File: config.mk
export PLATFORM = sky130hd
export DESIGN_NAME = clif_neuron_update_scheduler
export DESIGN_NICKNAME = d
export VERILOG_FILES = /design/src/rtl/clif_sched_pkg.sv /design/src/rtl/clif_sched_addr_counter.sv /design/src/rtl/clif_neuron_update_scheduler.sv
export SDC_FILE = /design/constraint.sdc
export NUM_CORES = 1
export LEC_CHECK = 0
export CAP_MARGIN = 10
export CORE_UTILIZATION = 45
export DETAILED_ROUTE_END_ITERATION = 12
export GPL_TIMING_DRIVEN = 0
export PLACE_DENSITY_LB_ADDON = 0.12
export SETUP_SLACK_MARGIN = 0.3
export SLEW_MARGIN = 40
export SYNTH_ARGS = -nofsm -noshare
export SYNTH_HDL_FRONTEND = slang
export SYNTH_SLANG_ARGS = --single-unit
export TNS_END_PERCENT = 50
File: constraint.sdc
create_clock -name Clock -period 3.6 [get_ports Clock]
set_input_delay 0.72 -clock Clock [delete_from_list [all_inputs] [get_ports Clock]]
set_output_delay 0.72 -clock Clock [all_outputs]
set_load 0.01 [all_outputs]
File: src/rtl/clif_sched_pkg.sv
// Shared types and constants for the CLIF neuron update scheduler.
package clif_sched_pkg;

  typedef enum logic [2:0] {
    IDLE = 3'd0,
    RD   = 3'd1,
    WAIT = 3'd2,
    EXEC = 3'd3,
    WB   = 3'd4,
    FIN  = 3'd5
  } sched_state_t;

  localparam logic NEURON_TYPE_EX = 1'b0;
  localparam logic NEURON_TYPE_IN = 1'b1;

endpackage

File: src/rtl/clif_sched_addr_counter.sv
// Neuron index register for the scheduler sweep.
// load clears the index and captures the neuron count for this sweep.
// inc advances the index. The index never moves past count-1.
// last flags the final neuron of the sweep.
module clif_sched_addr_counter #(
  parameter int ADDR_WIDTH = 8
) (
  input  logic                  clk,
  input  logic                  rst,
  input  logic                  load,
  input  logic [ADDR_WIDTH:0]   count,
  input  logic                  inc,
  output logic [ADDR_WIDTH-1:0] idx,
  output logic [ADDR_WIDTH:0]   idx_next,
  output logic                  last
);

  logic [ADDR_WIDTH:0] count_q;

  assign idx_next = {1'b0, idx} + (ADDR_WIDTH+1)'(1);
  assign last     = (idx_next == count_q);

  // Index and sweep length; increment is blocked at the last neuron so it cannot wrap
  always_ff @(posedge clk) begin
    if (rst) begin
      idx     <= '0;
      count_q <= '0;
    end else if (load) begin
      idx     <= '0;
      count_q <= count;
    end else if (inc && !last) begin
      idx     <= idx_next[ADDR_WIDTH-1:0];
    end
  end

endmodule

File: src/rtl/clif_neuron_update_scheduler.sv
// Sweeps one conductance LIF unit across up to NUM_NEURONS virtual neurons per timestep.
// Each neuron goes through RD -> WAIT (RAM_RD_LAT cycles) -> EXEC -> WB.
// Optional feature macro: CLIF_SCHED_SPIKE_COUNT_EN adds the SpikeCount output.
//
// state | meaning
// IDLE  | waiting for Start
// RD    | read strobe for the current neuron
// WAIT  | RAM read latency; data valid at the end of the last WAIT cycle
// EXEC  | unit update enable for the current neuron
// WB    | write-back, weight-sum clear, spike event
// FIN   | Done pulse, last Busy cycle
module clif_neuron_update_scheduler
  import clif_sched_pkg::*;
#(
  parameter int NUM_NEURONS = 256,
  parameter int NUM_EX      = 128,
  parameter int ADDR_WIDTH  = 8,
  parameter int RAM_RD_LAT  = 1
) (
  input  logic                  Clock,
  input  logic                  Reset,
  input  logic                  Start,
  input  logic [ADDR_WIDTH:0]   NumActive,
  output logic                  Busy,
  output logic                  Done,
  output logic                  Overrun,
  output logic                  RdEn,
  output logic [ADDR_WIDTH-1:0] RdAddr,
  output logic                  WrEn,
  output logic [ADDR_WIDTH-1:0] WrAddr,
  output logic                  UnitUpdateEnable,
  output logic                  UnitNeuronType,
  input  logic                  UnitSpike,
  output logic                  SpikeValid,
  output logic [ADDR_WIDTH-1:0] SpikeAddr
`ifdef CLIF_SCHED_SPIKE_COUNT_EN
  ,
  output logic [ADDR_WIDTH:0]   SpikeCount
`endif
);

  localparam logic [ADDR_WIDTH:0] NUM_NEURONS_W = NUM_NEURONS[ADDR_WIDTH:0];
  localparam logic [ADDR_WIDTH:0] NUM_EX_W      = NUM_EX[ADDR_WIDTH:0];

  sched_state_t state;
  logic [1:0] wait_cnt;

  logic [ADDR_WIDTH:0]   n_clamp;
  logic                  start_sweep;
  logic                  idx_inc;
  logic [ADDR_WIDTH-1:0] idx;
  logic [ADDR_WIDTH:0]   idx_next;
  logic                  idx_last;

  function automatic logic type_of(input logic [ADDR_WIDTH:0] i);
    return (i >= NUM_EX_W) ? NEURON_TYPE_IN : NEURON_TYPE_EX;
  endfunction

  assign n_clamp     = (NumActive > NUM_NEURONS_W) ? NUM_NEURONS_W : NumActive;
  assign start_sweep = (state == IDLE) && Start && (NumActive != '0);
  assign idx_inc     = (state == WB) && !idx_last;

  clif_sched_addr_counter #(
    .ADDR_WIDTH(ADDR_WIDTH)
  ) u_addr_counter (
    .clk      (Clock),
    .rst      (Reset),
    .load     (start_sweep),
    .count    (n_clamp),
    .inc      (idx_inc),
    .idx      (idx),
    .idx_next (idx_next),
    .last     (idx_last)
  );

  // Addresses are only driven while their strobe is active
  assign RdAddr     = RdEn ? idx : '0;
  assign WrAddr     = WrEn ? idx : '0;
  // The unit's spike output is valid during write-back, so the event is qualified by WrEn
  assign SpikeValid = WrEn && UnitSpike;
  assign SpikeAddr  = SpikeValid ? idx : '0;

  // Sweep FSM with registered strobes; each strobe is set on entry to its state
  always_ff @(posedge Clock) begin
    if (Reset) begin
      state            <= IDLE;
      wait_cnt         <= '0;
      Busy             <= 1'b0;
      Done             <= 1'b0;
      Overrun          <= 1'b0;
      RdEn             <= 1'b0;
      WrEn             <= 1'b0;
      UnitUpdateEnable <= 1'b0;
      UnitNeuronType   <= NEURON_TYPE_EX;
    end else begin
      Done             <= 1'b0;
      RdEn             <= 1'b0;
      WrEn             <= 1'b0;
      UnitUpdateEnable <= 1'b0;
      if (Start && (state != IDLE)) begin
        Overrun <= 1'b1;
      end
      case (state)
        IDLE: begin
          if (Start) begin
            Busy <= 1'b1;
            if (NumActive != '0) begin
              state          <= RD;
              RdEn           <= 1'b1;
              UnitNeuronType <= type_of('0);
            end else begin
              state <= FIN;
              Done  <= 1'b1;
            end
          end
        end
        RD: begin
          state    <= WAIT;
          wait_cnt <= 2'(RAM_RD_LAT - 1);
        end
        WAIT: begin
          if (wait_cnt == '0) begin
            state            <= EXEC;
            UnitUpdateEnable <= 1'b1;
          end else begin
            wait_cnt <= wait_cnt - 2'd1;
          end
        end
        EXEC: begin
          state <= WB;
          WrEn  <= 1'b1;
        end
        WB: begin
          if (idx_last) begin
            state          <= FIN;
            Done           <= 1'b1;
            UnitNeuronType <= NEURON_TYPE_EX;
          end else begin
            state          <= RD;
            RdEn           <= 1'b1;
            UnitNeuronType <= type_of(idx_next);
          end
        end
        FIN: begin
          state <= IDLE;
          Busy  <= 1'b0;
        end
        default: begin
          state <= IDLE;
          Busy  <= 1'b0;
        end
      endcase
    end
  end

`ifdef CLIF_SCHED_SPIKE_COUNT_EN
  // Spike counter: cleared by an accepted Start, holds after Done until the next Start
  always_ff @(posedge Clock) begin
    if (Reset) begin
      SpikeCount <= '0;
    end else if ((state == IDLE) && Start) begin
      SpikeCount <= '0;
    end else if (SpikeValid) begin
      SpikeCount <= SpikeCount + (ADDR_WIDTH+1)'(1);
    end
  end
`endif

endmodule

# Word-level counts from Yosys, hierarchy flattened
# Cells that the tools add are included.
[word_totals] regBits=29 input_bits=13 out_inout_bits=32 elab_cells=74
[op_classes] add_sub_neg=2 n_lt_le_gt_ge=2 n_eq_ne=9 mux=28 n_bitwise=2 reduce_logical=20
[op_table] op="8-bit 2-to-1 mux" count=3
[op_table] op="3-bit one-hot mux with 5 select lines" count=1
[op_table] op="1-bit 2-to-1 mux" count=13
[op_table] op="3-bit 2-to-1 mux" count=4
[op_table] op="8-bit by 1-bit adder with 9-bit output, second input constant" count=1
[op_table] op="9-bit equality test" count=1
[op_table] op="9-bit by 8-bit >= comparator with 1-bit output, second input constant" count=1
[op_table] op="9-bit > comparator, second input constant" count=1
[op_table] op="9-bit 2-to-1 mux" count=1
[op_table] op="9-bit nonzero test" count=1
[op_table] op="1-bit one-hot mux with 2 select lines" count=4
[op_table] op="3-bit by 2-bit equality test with 1-bit output, second input constant" count=2
[op_table] op="1-bit logical AND" count=6
[op_table] op="2-bit inequality test, second input constant" count=3
[op_table] op="2-bit AND reduction" count=3
[op_table] op="2-bit one-hot mux with 2 select lines" count=1
[op_table] op="2-bit nonzero test" count=2
[op_table] op="2-bit OR reduction" count=2
[op_table] op="4-bit OR reduction" count=1
[op_table] op="3-bit by 1-bit equality test with 1-bit output, second input constant" count=1
[op_table] op="3-bit equality test, second input constant" count=1
[op_table] op="3-bit zero test" count=1
[op_table] op="3-bit AND reduction" count=1
[op_table] op="3-bit nonzero test" count=1
[op_table] op="6 further kinds" count=7

# Longest topological paths before layout
# Gate-level depths: netlist of the first run.
[depth] depth_word=5 depth_mapped=8

# By module
# A second synthesis of the first run with hierarchy kept.
[hier_totals] cells_unflattened=251 area_unflattened_um2=2072.0
[by_module_without_submodules] mod="clif_sched_addr_counter" instances=1 cells_per_inst=148 area_per_inst_um2=1232.4
[by_module_without_submodules] mod="clif_neuron_update_scheduler" instances=1 cells_per_inst=103 area_per_inst_um2=839.6

# Worst setup path before layout of the first run
# OpenSTA, ideal clock, no wires.
[synth_path] path_kind="register to register" from="register u_addr_counter.idx[0]" to="register u_addr_counter.idx[0]" setup_ps=69 t_arrival_ps=2452 required_ps=3531 path_slack_ps=1079 path_stages_with_launch=9 path_buffers=1 synth_period_minus_slack_ps=2521 path_cell_list="dfxtp_1 ha_1 nand3_2 mux2_1 or4b_4 a2111oi_4 buf_6 o21ai_1 a21oi_2"
[synth_between] elab_chain_len=5
[synth_rtl] item="start, declared" line="clif_sched_addr_counter.sv:13" rtl="output logic [ADDR_WIDTH-1:0] idx,"
[synth_rtl] item="start signal, assigned" line="clif_sched_addr_counter.sv:32" rtl="idx <= idx_next[ADDR_WIDTH-1:0];"
[synth_rtl] item="8-bit by 1-bit adder with 9-bit output *" line="clif_sched_addr_counter.sv:20" rtl="assign idx_next = {1'b0, idx} + (ADDR_WIDTH+1)'(1);"
[synth_rtl] item="9-bit equality test" line="clif_sched_addr_counter.sv:21" rtl="assign last = (idx_next == count_q);"
[synth_rtl] item="1-bit zero test" line="clif_sched_addr_counter.sv:31, clif_neuron_update_scheduler.sv:61"
[synth_rtl] item="1-bit logical AND" line="clif_neuron_update_scheduler.sv:61" rtl="assign idx_inc = (state == WB) && !idx_last;"
[synth_rtl] item="1-bit logical AND" line="clif_sched_addr_counter.sv:31" rtl="end else if (inc && !last) begin"
# Mark *: on every way between the ends. The rest lies on a longest branch, timed or not.
# A chain may end at the register's enable or synchronous reset.

# Worst setup path in the final report of the first run
[layout_path] from="register u_addr_counter.idx[0]" to="register u_addr_counter.idx[4]"
# The elaborated chain is that of the path after synthesis.

==> results of run 1 <==
==> layer usage <==
| metal | wire length [um] | up-vias |
|---|---|---|
| met5 | 0 | - |
| met4 | 87 | 0 |
| met3 | 290 | 6 |
| met2 | 1880 | 66 |
| met1 | 1820 | 773 |
| li1 | - | 858 |
==> worst min path at each step <==
stage	slack, ns	to	startpoint
final	0.47	UnitNeuronType$_SDFFE_PP0P_	UnitNeuronType$_SDFFE_PP0P_
after global routing	0.49	UnitNeuronType$_SDFFE_PP0P_	UnitNeuronType$_SDFFE_PP0P_
after CTS	0.47	UnitNeuronType$_SDFFE_PP0P_	UnitNeuronType$_SDFFE_PP0P_
after detailed placement	0.46	UnitNeuronType$_SDFFE_PP0P_	UnitNeuronType$_SDFFE_PP0P_
after global placement	0.46	Overrun$_SDFFE_PP0P_	Overrun$_SDFFE_PP0P_
after floorplan	0.47	u_addr_counter.count_q[6]$_SDFFE_PP0P_	u_addr_counter.count_q[6]$_SDFFE_PP0P_
==> critical path, cell delays in order, from the launching register on <==
cell	delay, ns
dfxtp_1	0.47
ha_1	0.31
nand3_2	0.15
mux2_1	0.37
or4b_4	0.57
a2111oi_4	0.56
buf_6	0.22
o31ai_1	0.08
a21oi_1	0.15
==> area by class of cell <==
class / count / area [sq um]
sequential: 29 / 581
clock inverter: 3 / 17.5
tap: 46 / 57.6
buffer: 14 / 62.6
multi-input combinational: 163 / 1050
timing repair buffer: 43 / 430
inverter: 3 / 11.3
fill: 321 / 1190
clock buffer: 5 / 68.8
==> through the flow <==
stage                     cells  instance area, sq um  total power [mW]  hold slack (ns)
final                       306                  2280             0.948            0.469
after global routing        306                  2280              1.01            0.491
after CTS                   306                  2280             0.951            0.469
after detailed placement    298                  2190             0.689            0.461
after global placement      298                  2190             0.687            0.459
after floorplan             209                  1700             0.596            0.470
==> registers in the layout (all words and copies together), names as in the netlist, 2 cells and up <==
register                flops
u_addr_counter.count_q      9
u_addr_counter.idx          8
state                       3
wait_cnt                    2
==> synth_stat cells (all sizes together), types with 3 or more instances <==
| cell | count |
|---|---|
| buf | 3 |
| nand3 | 5 |
| o31ai | 4 |
| nand2 | 16 |
| nor4 | 4 |
| a22oi | 3 |
| or4 | 3 |
| clkbuf | 11 |
| nor2 | 15 |
| or2 | 3 |
| nor3 | 4 |
| xor2 | 3 |
| o21ai | 9 |
| a21oi | 16 |
| dfxtp | 29 |
| xnor2 | 4 |
| a21o | 3 |
| nand2b | 3 |
| and2 | 19 |
| inv | 3 |
| and3 | 8 |
| or3 | 10 |
| nor2b | 4 |
| a22o | 6 |
==> logic make-up after synthesis <==
| family | count (synthesis) |
|---|---|
| flops | 29 |
| simple gates | 98 |
| buf+inv | 17 |
| compound gates | 52 |
| mux | 3 |
| xor+xnor | 8 |
| fa+ha+maj | 2 |
==> power by group <==
group          leakage, nW  internal, mW  switching [mW]
logic                0.531         0.125           0.162
clock network       0.0439         0.133           0.130
registers            0.236         0.362          0.0360
total                0.811         0.620           0.328
==> run metrics, run 1 <==
cell taking the most area after synthesis=dfxtp_1; CTS H-tree depth=2; Post-Synth Simple-Gate Area=0.319; capturing point of the worst reg2reg path=u_addr_counter.idx[4]$_SDFFE_PP0P_; Port Buffers=43; WL per Instance=13.3 um; crit start category=flop; Max clock buf depth=2; final hold vios=0; first-pass GRT wire length=6950 um; total CTS buffers=5; #FFs+latches synth=29; VDD IR max=0.344 mV; placement-stage worst setup slack=0.470 ns; CTS Hold Buffers Added=0; CTS tree=built; Mapped Avg Cell Area=8.14 sq um; area added between synthesis and finish=33.7%; commonest non-fill, non-tap cell in the layout=clkdlybuf4s50_1; sequential fraction of the synthesis area=0.341; Leak=0.811 nW; Crit. Startpoint=u_addr_counter.idx[0]$_SDFFE_PP0P_; critical register-to-register path startpoint=u_addr_counter.idx[0]$_SDFFE_PP0P_; asr flop ratio synth=0; initial antenna violation count=0; top achievable clock speed=335 MHz; GR Layer Usage met2=0.358; routed vias/inst=5.57; Die H=63.5 um; Worst Reg-to-Reg Cells=8; Post-CTS Setup Repair Bufs=0; gr usage total=0.221; die area=4030 sq um; ys flop type=dfxtp_1; period utilization=0.829; DR iter-0 viols=65; Setup Total Neg Slack=0 ns; kind of end point of the critical path=flop; pwr dens=417 nW/um^2; Synth cell types=44; Die Width=63.5 um; Pins Over Slew Limit=0; largest cells by area after synthesis=dfxtp_1, and2_1, a21oi_1; nets@finish=274; Worst Path Arrival=3.19 ns; final setup vio count=0; CTS resizes=0; maximum fanout along the worst path=10; Detail Placement HPWL=2990 um; RSZ-0062 raised after global routing=false; Hold WC Path Type=reg2reg; total wire length=4080 um; outcome=finished clean; top cell type's share of synthesized area=0.341; # Max-Cap Violations=0; largest family of logic cells by synthesized area=simple AND/OR/NAND/NOR gates; Crit Path Class=reg2reg; Antenna Cells=0; starting density of the core=0.491; IO Pins=45; area share of xor/xnor cells in the synthesized design=0.0493; Synth Area in Compound Gates=0.213; vias in the first global route=1521; mux share of post-synthesis cell area=0.0191; max_slew headroom=0.519; vias post-DR=1703; Routability Congestion=0.822; yosys warns=0; final worst setup slack=0.617 ns; grt met1 use=0.263; clock latency on the worst-skew pair=0.29 ns; Mapped Area=1700 sq um; largest net degree at the start of global routing=11; row cnt=21; reg2reg setup slack=0.62 ns; Worst Hold Depth=2; M3 GR Usage=0.0688; Required @ worst endpoint=3.81 ns; global route overflow=0; Post-synth EDFFs=0; share of cells above drive strength 1=0.0692; Sink Count=29; residual DRC count=0; Post-Syn Nets=224; crit path to=u_addr_counter.idx[4]$_SDFFE_PP0P_; commonest cells after routing, fill and taps aside=clkdlybuf4s50_1, dfxtp_1, and2_1, nand2_1; Root Driver=clkbuf_8; busiest grt layer=met2; final worst path period need=2.98 ns; Routed Antenna Nets=0; Core Footprint=3470 sq um; Clock transition at path regs=0.07 ns; drt pass-1 iters=4; Layout Utilization=0.656; Post-Synthesis Cells=209; slew of the pin with the lowest slew margin=0.717 ns; Synth Area in Adders=0.0147; Clock Skew=0.00778 ns
Power figures use the tool's default switching activity.
==> run 2, diff against run 1 <==
- clock period: 3.6 -> 2.9 ns (I/O delays scaled with it)
==> run 2 against run 1 <==
Net effect:
- power rose by 26%
- global-route usage rose by 0.68 points
- clock power rose by 25%
- non-clock buffer count rose by 3
- critical path depth rose by 1
- hold slack got worse by 0.0029 ns
- count of clock-buffer cells in the layout did not move
- routed wire length rose by 3.6%
- combinational power rose by 29%
==> run metrics, run 2 (synthesis results as in run 1) <==
Worst Reg-to-Reg Cells=9; top flop regs=u_addr_counter.count_q x9, u_addr_counter.idx x8, state x3; residual DRC count=0; DR iter-0 viols=51; first-pass GRT wire length=7190 um; total wire length=4230 um; kind of end point of the critical path=flop; final instance count without filler cells=309; starting density of the core=0.491; Antenna Cells=0; row cnt=21; Pins Over Slew Limit=0; NetSw=416 uW; largest net degree at the start of global routing=11; final hold vios=0; Setup Total Neg Slack=0 ns; Sw Share=0.348; Worst Path Arrival=2.72 ns; CTS tree=built; Clock Skew=0.00643 ns; routed vias/inst=5.55; clock latency on the worst-skew pair=0.29 ns; share of cells above drive strength 1=0.106; Crit Path Class=reg2reg; area of the multi-input gates=1070 sq um; nets@finish=277; Routability Congestion=0.822; CTS H-tree depth=2; IO Pins=45; Clock Power Share=0.275; worst path cell trace=ha_4, nand3_2, mux2_1, or4b_4, a2111oi_4, buf_4, buf_6, o31ai_1, a21oi_1; fin area=2330 sq um; initial antenna violation count=0; global route overflow=0; Biggest register=u_addr_counter.count_q; WL per Instance=13.7 um; critical register-to-register path startpoint=u_addr_counter.idx[0]$_SDFFE_PP0P_; vias post-DR=1714; die area=4030 sq um; Root Driver=clkbuf_8; Logic pwr share=0.311; Worst Hold Depth=2; top achievable clock speed=399 MHz; Core Footprint=3470 sq um; Flop pwr share=0.414; period utilization=0.865; commonest non-fill, non-tap cell in the layout=clkdlybuf4s50_1; max_slew headroom=0.518; Detail Placement HPWL=2990 um; reg2reg setup slack=0.39 ns; Filler Cell Count=315; outcome=finished clean; hold_sp=UnitNeuronType$_SDFFE_PP0P_; Crit path max-delay family=simple AND/OR/NAND/NOR gates; final worst path period need=2.51 ns; Hold Path End=UnitNeuronType$_SDFFE_PP0P_; capturing point of the worst reg2reg path=u_addr_counter.idx[4]$_SDFFE_PP0P_; drt pass-1 iters=4; area added between synthesis and finish=36.8%; VDD IR max=0.443 mV; RSZ-0062 raised after global routing=false; total CTS buffers=5; Clock transition at path regs=0.07 ns; Die Width=63.5 um; Routed Antenna Nets=0; Max clock buf depth=2; slew of the pin with the lowest slew margin=0.719 ns; Layout Utilization=0.671; # Max-Cap Violations=0; commonest cells after routing, fill and taps aside=clkdlybuf4s50_1, dfxtp_1, and2_1, nand2_1; max incr delay on CP=0.57 ns; DP Area=2190 sq um; final setup vio count=0; Leak=0.830 nW; Buf+Inv Stages, Crit Path=2; Port Buffers=43; maximum fanout along the worst path=10; Pwr Total=1.20 mW; Internal=780 uW; Reg area=587 sq um; gr usage total=0.228; Die H=63.5 um; max FFs per register=9; Required @ worst endpoint=3.11 ns; pwr dens=513 nW/um^2; Hold WC Path Type=reg2reg; vias in the first global route=1547; dpl cells=298; crit start category=flop; Sink Count=29; critical path's slowest cell=or4b_4
[run 2: repair_timing]
action	4_1_cts	5_1_grt
endpoints found under the hold margin	0	0
gates resized for setup	3	7
buffers inserted	3	0
endpoints found under the setup margin	12	11
pin swaps	2	0
gates cloned	0	0
hold buffers	0	0
[run 2: cell type report]
class / instances / share of cell area
multi-input cells: 163 / 0.459
flip-flops and latches: 29 / 0.252
repair buffers: 46 / 0.195
clock buffers: 5 / 0.0296
plain buffers: 14 / 0.0274
well taps: 46 / 0.0247
clock inverters: 3 / 0.00752
inverters: 3 / 0.00484
[run 2: metrics by stage]
step                      setup slack (ns)  hold slack (ns)
final                                0.392            0.466
after floorplan                      0.379            0.470
after CTS                            0.333            0.469
after global placement             -0.0465            0.459
after detailed placement           -0.0898            0.461
after global routing                 0.299            0.491
[run 2: power groups by stage]
stage	registers [mW]	clock network [mW]	logic [mW]
floorplan	0.501	0	0.239
global placement	0.502	0	0.350
detailed placement	0.503	0	0.353
CTS	0.495	0.330	0.369
global route	0.505	0.350	0.416
finish	0.495	0.329	0.371
[run 2: worst max path at each step]
stage	from	cells past startpoint	end	slack (ns)
floorplan	u_addr_counter.idx[0]$_SDFFE_PP0P_	8	u_addr_counter.idx[0]$_SDFFE_PP0P_	0.38
global placement	NumActive[5]	8	u_addr_counter.idx[1]$_SDFFE_PP0P_	-0.05
detailed placement	NumActive[1]	8	u_addr_counter.idx[1]$_SDFFE_PP0P_	-0.09
CTS	u_addr_counter.idx[0]$_SDFFE_PP0P_	9	u_addr_counter.idx[4]$_SDFFE_PP0P_	0.33
global route	u_addr_counter.idx[1]$_SDFFE_PP0P_	9	u_addr_counter.idx[4]$_SDFFE_PP0P_	0.30
finish	u_addr_counter.idx[0]$_SDFFE_PP0P_	9	u_addr_counter.idx[4]$_SDFFE_PP0P_	0.39
[run 2: worst reg2reg max path, cell delays in order, from the launching register on]
cell       delay, ns
dfxtp_4         0.41
ha_4            0.18
nand3_2         0.13
mux2_1          0.37
or4b_4          0.57
a2111oi_4       0.20
buf_4           0.20
buf_6           0.15
o31ai_1         0.08
a21oi_1         0.15
[run 2: layer usage]
metal / vias to the layer above / global-route usage / routed length [um] / part of all wire
met3: 6 / 0.0688 / 258 / 0.061
li1: 867 / - / - / -
met4: 0 / 0.111 / 82 / 0.019
met1: 774 / 0.272 / 1870 / 0.44
met5: - / 0 / 0 / 0
met2: 67 / 0.367 / 2020 / 0.48
==> run 3, diff against run 2 <==
- CTS_CLUSTER_DIAMETER: unset -> 40
- SLEW_MARGIN: 40 -> 5
==> results of run 3 <==
No change in the layout: final DEF, timing and power equal those of run 2.
